## src/rtl/duty_ramp.sv

```systemverilog
// Slew-limited duty generator feeding the 11-bit PWM stage. Converts a signed
// speed command to offset-binary duty and ramps it once per 2048-cycle period.
//
// state | meaning
// IDLE  | duty parked at midpoint (1024), waiting for en without brake
// RUN   | on each period boundary, step duty toward clipped speed target
// STOP  | on each period boundary, step duty toward 1024, then return to IDLE
module duty_ramp #(
   parameter int STEP      = 8,
   parameter int STOP_STEP = 32,
   parameter int DUTY_MIN  = 64,
   parameter int DUTY_MAX  = 1983
) (
   input  logic               clk,
   input  logic               rst,
   input  logic               en,
   input  logic               brake,
   input  logic signed [11:0] spd,
   output logic        [10:0] duty,
   output logic               upd,
   output logic               at_tgt,
   output logic               busy
);

   typedef enum logic [1:0] {IDLE, RUN, STOP} state_t;

   localparam logic        [10:0] MID   = 11'd1024;
   localparam logic signed [12:0] MIN13 = 13'(DUTY_MIN);
   localparam logic signed [12:0] MAX13 = 13'(DUTY_MAX);

   state_t             state;
   logic        [10:0] pcnt;
   logic               bnd;
   logic signed [12:0] spd_ext;
   logic signed [12:0] tgt_raw;
   logic        [10:0] tgt;
   logic        [10:0] run_next;
   logic        [10:0] stop_next;

   // Moves cur toward t by at most s; lands exactly on t when within reach.
   function automatic logic [10:0] step_to(input logic [10:0] cur,
                                           input logic [10:0] t,
                                           input logic [10:0] s);
      logic signed [11:0] d;
      logic        [11:0] mag;
      d   = $signed({1'b0, t}) - $signed({1'b0, cur});
      mag = d[11] ? 12'(-d) : 12'(d);
      if (mag <= {1'b0, s})
         return t;
      else if (!d[11])
         return cur + s;
      else
         return cur - s;
   endfunction

   assign bnd = (pcnt == 11'h7ff);
   assign upd = bnd;

   // Arithmetic shift floors toward -inf, so spd=-1 maps to 1023.
   always_comb begin
      spd_ext = 13'(spd);
      tgt_raw = 13'sd1024 + (spd_ext >>> 1);
      if (tgt_raw < MIN13)
         tgt = MIN13[10:0];
      else if (tgt_raw > MAX13)
         tgt = MAX13[10:0];
      else
         tgt = tgt_raw[10:0];
   end

   assign run_next  = step_to(duty, tgt, 11'(STEP));
   assign stop_next = step_to(duty, MID, 11'(STOP_STEP));

   always_ff @(posedge clk) begin
      if (rst) begin
         pcnt   <= 11'd0;
         state  <= IDLE;
         duty   <= MID;
         at_tgt <= 1'b0;
         busy   <= 1'b0;
      end else begin
         pcnt <= pcnt + 11'd1;
         case (state)
            IDLE: begin
               duty   <= MID;
               at_tgt <= 1'b0;
               if (en && !brake) begin
                  state <= RUN;
                  busy  <= 1'b1;
               end
            end
            RUN: begin
               // Exit wins over a coincident boundary step.
               if (!en || brake) begin
                  state  <= STOP;
                  at_tgt <= 1'b0;
               end else if (bnd) begin
                  duty   <= run_next;
                  at_tgt <= (run_next == tgt);
               end
            end
            STOP: begin
               if (bnd) begin
                  duty <= stop_next;
                  if (stop_next == MID) begin
                     state <= IDLE;
                     busy  <= 1'b0;
                  end
               end
            end
            default: begin
               state <= IDLE;
               busy  <= 1'b0;
            end
         endcase
      end
   end

endmodule
```

## config.mk

```make
export PLATFORM = sky130hd
export DESIGN_NAME = duty_ramp
export DESIGN_NICKNAME = d
export VERILOG_FILES = /design/src/rtl/duty_ramp.sv
export SDC_FILE = /design/constraint.sdc
export NUM_CORES = 1
export LEC_CHECK = 0
export BUFFER_PORTS_ARGS = -buffer_cell sky130_fd_sc_hd__buf_4
export CELL_PAD_IN_SITES_DETAIL_PLACEMENT = 1
export CELL_PAD_IN_SITES_GLOBAL_PLACEMENT = 2
export CORE_ASPECT_RATIO = 1.2
export CORE_MARGIN = 1
export CORE_UTILIZATION = 39
export CTS_CLUSTER_SIZE = 25
export DETAILED_ROUTE_END_ITERATION = 16
export PLACE_DENSITY = 0.86
export SLEW_MARGIN = 20
export SYNTH_ARGS = -nofsm -noshare
export SYNTH_HDL_FRONTEND = slang
export SYNTH_SLANG_ARGS = --single-unit
```

## constraint.sdc

```tcl
create_clock -name clk -period 15.25 [get_ports clk]
set_clock_uncertainty 0.15 [all_clocks]
set_input_delay 2.2875 -clock clk [delete_from_list [all_inputs] [get_ports clk]]
set_output_delay 2.2875 -clock clk [all_outputs]
set_load 0.02 [all_outputs]
```

Word level (Yosys, flattened, before mapping)

Index checks and enable logic that the tools add are counted.
Widths: inputs -> output; s select.

Register bits after elaboration: 26
Bits of input ports: 16
Output and inout bits: 14

Add/sub/neg operators: 10
$lt $le $gt $ge: 4
Equal/unequal tests: 12
Mux-type cells: 24
Bitwise operators: 1
Reduce and logical (&&, ||, !) cells: 11

Operators by type and width:

| operator               | number |
|---|---|
| $mux 11                | 9 |
| $pmux 11 s3            | 1 |
| $mux 12                | 2 |
| $neg 12->12            | 2 |
| $eq 11x11->1 const B   | 2 |
| $add 12x11->13 const A | 1 |
| $gt 13x12->1 const B   | 1 |
| $lt 13x8->1 const B    | 1 |
| $le 12x4->1 const B    | 1 |
| $le 12x6->1 const B    | 1 |
| $ne 2x2->1 const B     | 6 |
| $reduce_and 4->1       | 3 |
| $sub 11x11->12         | 1 |
| $sub 11x11->12 const A | 1 |
| $add 11x1->11 const B  | 1 |
| $add 11x4->11 const B  | 1 |
| $add 11x6->11 const B  | 1 |
| $eq 11x11->1           | 1 |
| $sub 11x4->11 const B  | 1 |
| $sub 11x6->11 const B  | 1 |
| $mux 2                 | 4 |
| $pmux 2 s3             | 1 |
| $mux 1                 | 5 |
| $ne 3x3->1 const B     | 1 |
| other kinds (12)       | 13 |

Depth between registers and ports, before layout

Depth after elaboration: 13
Gate-level depth with buffers: 25
Gate-level depth less buffers: 23

Worst setup path before layout

No wires, ideal clock.

Kind: input port to flip-flop
From: input spd[10]
To: register at_tgt
Library setup time: 74 ps
Data arrival time: 7056 ps
Required time: 15026 ps
Slack: 7970 ps
Cell stages on the path: 24
Path buffers: 2
Cells stage by stage: buf_6 > or4_4 > buf_6 > a21oi_1 > nor2_1 > ha_1 > nor2b_1 > nor2_1 > o2111a_1 > o31ai_1 > a2111oi_2 > nor3_2 > inv_1 > ha_1 > a21o_1 > a21oi_1 > o21bai_1 > a21oi_1 > o21ai_0 > xnor2_1 > xnor2_1 > xnor2_1 > o31a_2 > o21ai_0

Word-level cells in the longest chain between the ends: 13
Elaborated cells between the ends (all ways): 15
Classes of those cells: add/sub: 3; order compare: 3; eq/ne: 1; mux: 8

Ends and longest elaborated chain:

| what                 | line | text |
|---|---|---|
| start, declared      | 18   | `input logic signed [11:0] spd,` |
| $add 12x11->13 *     | 62   | `tgt_raw = 13'sd1024 + (spd_ext >>> 1);` |
| $gt 13x12->1         | 65   | `else if (tgt_raw > MAX13)` |
| $mux 11              | 65   |  |
| $mux 11 *            | 63   | `if (tgt_raw < MIN13)` |
| $sub 11x11->12       | 46   | `d = $signed({1'b0, t}) - $signed({1'b0, cur});` |
| $neg 12->12          | 47   | `mag = d[11] ? 12'(-d) : 12'(d);` |
| $mux 12              | 47   |  |
| $le 12x4->1          | 48   | `if (mag <= {1'b0, s})` |
| $mux 11              | 48   |  |
| $eq 11x11->1 *       | 99   | `at_tgt <= (run_next == tgt);` |
| $mux 1 *             | 97   | `end else if (bnd) begin` |
| $mux 1 *             | 94   | `if (!en \|\| brake) begin` |
| $pmux 1 s2 *         | 83   | `case (state)` |
| end signal, assigned | 99   |  |
| end, declared        | 21   | `output logic at_tgt,` |

Mark *: on every way between the ends. The rest lies on a longest branch, timed or not. The select of a mux whose other input is x is not followed.
A chain may end at the register's enable or synchronous reset.

Worst setup path after layout

Ends and elaborated chain as after synthesis.

==> impl_metrics.toml <==
[status]
status = "finished, final reports clean"

[die]
die_width_um = 88.12
coreArea_sq_mm = 0.008611
dieArea_sq_mm = 0.009282
ios = 30
start_util_pct = 40.31
rows = 37
die_height_um = 105.3

[placement]
port_buffers = 28
post-place-ws_ns = 7.132
dp_cells = 568
dp_hpwl_mm = 8.163
place_congestion = 0.8291
placed_cell_area_sq_mm = 0.003605

[cts]
htreeDepth = 1
cts_tree = "done"
cts_setup_buffers = 0
postCtsResizedCells = 0
clockBufferDepth = 2
clk_pin_slew_ns = 0.10
hold_buffers = 0
worst_skew_pair.late_latency_ns = 0.28
cts_made_buffers = 3
cts-root-buf = "clkbuf_8"
clock-sinks = 26

[global_routing]
antenna_found_initial = 0
grt_pass1_wl_mm = 16.98
overflow = 0
grt_max_degree = 23
grt_use_total_pct = 23.07
grt_pass1_vias = 3541

[timing]
fin_crit_ns = 7.855
slew_headroom_pct = 57.01
fin_crit_sh_pct = 51.50
hold_viol = 0
holdWs_ns = 0.3035
setup_slack_ns = 7.395
setup_viol = 0
drv_slew = 0
tightest_slew_ns = 0.6440
max_freq_mhz = 127.3
setup_tns_ns = 0
rsz0062_at_grt = "false"

[logic_synthesis]
yosys-top-cells-count = "nand2_1 (37), a21oi_1 (35), nor2_1 (35)"
synth_area_per_cell_sq_um = 7.765
synth_cells = 447
synth-main-ff-cell = "dfxtp_1"
yosysMostFrequentCell = "nand2_1"
synthDistinctLibCells = 83
synth-seq-cells = 26
synth_area_leaders = "dfxtp_1 (15%), ha_1 (9.4%), xnor2_1 (6.6%)"
synth_warnings = 0
synth_edf_count = 0
synthArstFlopShare_pct = 0
synth_top_area_cell = "dfxtp_1"
syn_area_sq_mm = 0.003471
syn_nets = 492
yosysSeqAreaShare_pct = 15.00
synth_top_cell_area_share_pct = 15.00

[route]
drc = 0
initialDrtViolationCount = 134
wl_mm = 10.29
firstDrtPassIters = 4
wl_per_cell_um = 17.98
viasPerCell = 5.904
antenna_left = 0
vias = 3377

[layout]
fin_util_pct = 42.69
diodes = 0
drive_gt1_share_pct = 13.41
instances_no_fill = 572
postLayoutCellArea_sq_mm = 0.003676
syn_to_final_growth_pct = 5.912
finalNetCount = 501

[worst_setup_path]
r2r-start = "duty[3]"
crit_start = "spd[10]"
crit_required_ns = 15.32
cp-start-kind = "primary input"
ff2ff_path_depth = 19
critPathArrivalTime_ns = 7.92
critPathCaptureType = "register"
path_class = "in -> reg"
rrSetupSlack_ns = 9.76
cp-endpoint = "at_tgt"
crit_fanout = 9
r2r_end = "at_tgt"

[pwr]
power_density_mw_per_mm2 = 56.45
irDropWorstVdd_mv = 0.03213
leakagePower_nw = 1.497
power.total_mw = 0.2075

[hold_path]
hold_class = "reg -> reg"

[job]
max-cap-violations = 0
-- per-layer routing --
metal	global-route usage [%]	up-vias	share of wire [%]
met5	0	-	0
met4	8.065	0	3.3
met3	2.036	21	1.8
met2	42.52	53	52
met1	27.19	1659	43
li1	-	1644	-
-- sequential cells by signal, summed over array words and instances (netlist names) --
| signal | count |
|---|---|
| busy | 1 |
| state | 2 |
| duty | 11 |
| at_tgt | 1 |
| pcnt | 11 |
-- cell type report --
cell class,instances,area (sq um)
timing repair buffer,28,210.2
inverter,32,120.1
multi-input combinational,365,2608
clock buffer,3,41.29
sequential,26,520.5
fill,1132,4935
tap,117,146.4
clock inverter,1,30.03
-- where the power goes --
part / switching [mW] / internal (mW) / total [mW] / leakage [nW]
clock: 0.0252 / 0.0352 / 0.0604 / 0.0357
combinational: 0.0458 / 0.0305 / 0.0763 / 1.25
sequential: 0.00151 / 0.0693 / 0.0708 / 0.210
total: 0.0725 / 0.135 / 0.208 / 1.50
-- cell usage in the layout, fill, tap and decap left out, drive strengths merged, types with 4 or more instances in the layout --
cell type  synthesis  layout
a2111oi            4       4
a211oi             6       6
a21o               5       5
a21oi             35      35
a31o               4       4
a31oi              4       4
a41oi              4       4
and3               4       4
buf                9      28
dfxtp             26      26
ha                26      26
inv               32      32
mux2i              8       8
nand2             37      37
nand3             19      19
nand4              4       4
nor2              35      35
nor2b              6       6
nor3              16      16
nor4               4       4
o21ai             27      27
o21bai             4       4
o22ai              5       5
or3                7       7
or4                4       4
xnor2             27      27
xor2              12      12
-- kinds of logic (layout without fill, tap and decap cells) --
kind of cell	Yosys count	in the layout	share of synthesized area, %
compound gates	134	134	27.54
xor+xnor	39	39	10.06
fa+ha+maj	30	30	11.39
buf+inv	56	64	9.877
flops	26	26	15.00
mux	10	10	3.064
simple gates	152	152	23.07
-- worst min-delay path by stage --
| stage | slack [ns] | startpoint | to | depth (start not counted) |
|---|---|---|---|---|
| after CTS | 0.31 | pcnt[0] | pcnt[0] | 1 |
| after global routing | 0.33 | pcnt[0] | pcnt[0] | 1 |
| final | 0.30 | pcnt[0] | pcnt[0] | 1 |
| after floorplan | 0.27 | pcnt[0] | pcnt[0] | 1 |
| after detailed placement | 0.29 | pcnt[0] | pcnt[0] | 1 |
| after global placement | 0.27 | pcnt[0] | pcnt[0] | 1 |
-- critical path, stage by stage --
cell and delay, ns:
buf_4 0.17, or4_4 0.61, a21oi_1 0.17, nor2_1 0.12
ha_1 0.28, nor2b_1 0.21, nor2_1 0.16, o2111a_1 0.33
o31ai_1 0.41, a2111oi_2 0.14, nor3_2 0.46, inv_1 0.28
ha_1 0.34, a21o_1 0.17, a21oi_1 0.24, o21bai_1 0.10
a21oi_1 0.25, o21ai_0 0.18, xnor2_1 0.17, xnor2_1 0.23
xnor2_1 0.10, o31a_2 0.35, o21ai_0 0.14
No activity file was read; power rests on OpenSTA's default activity.
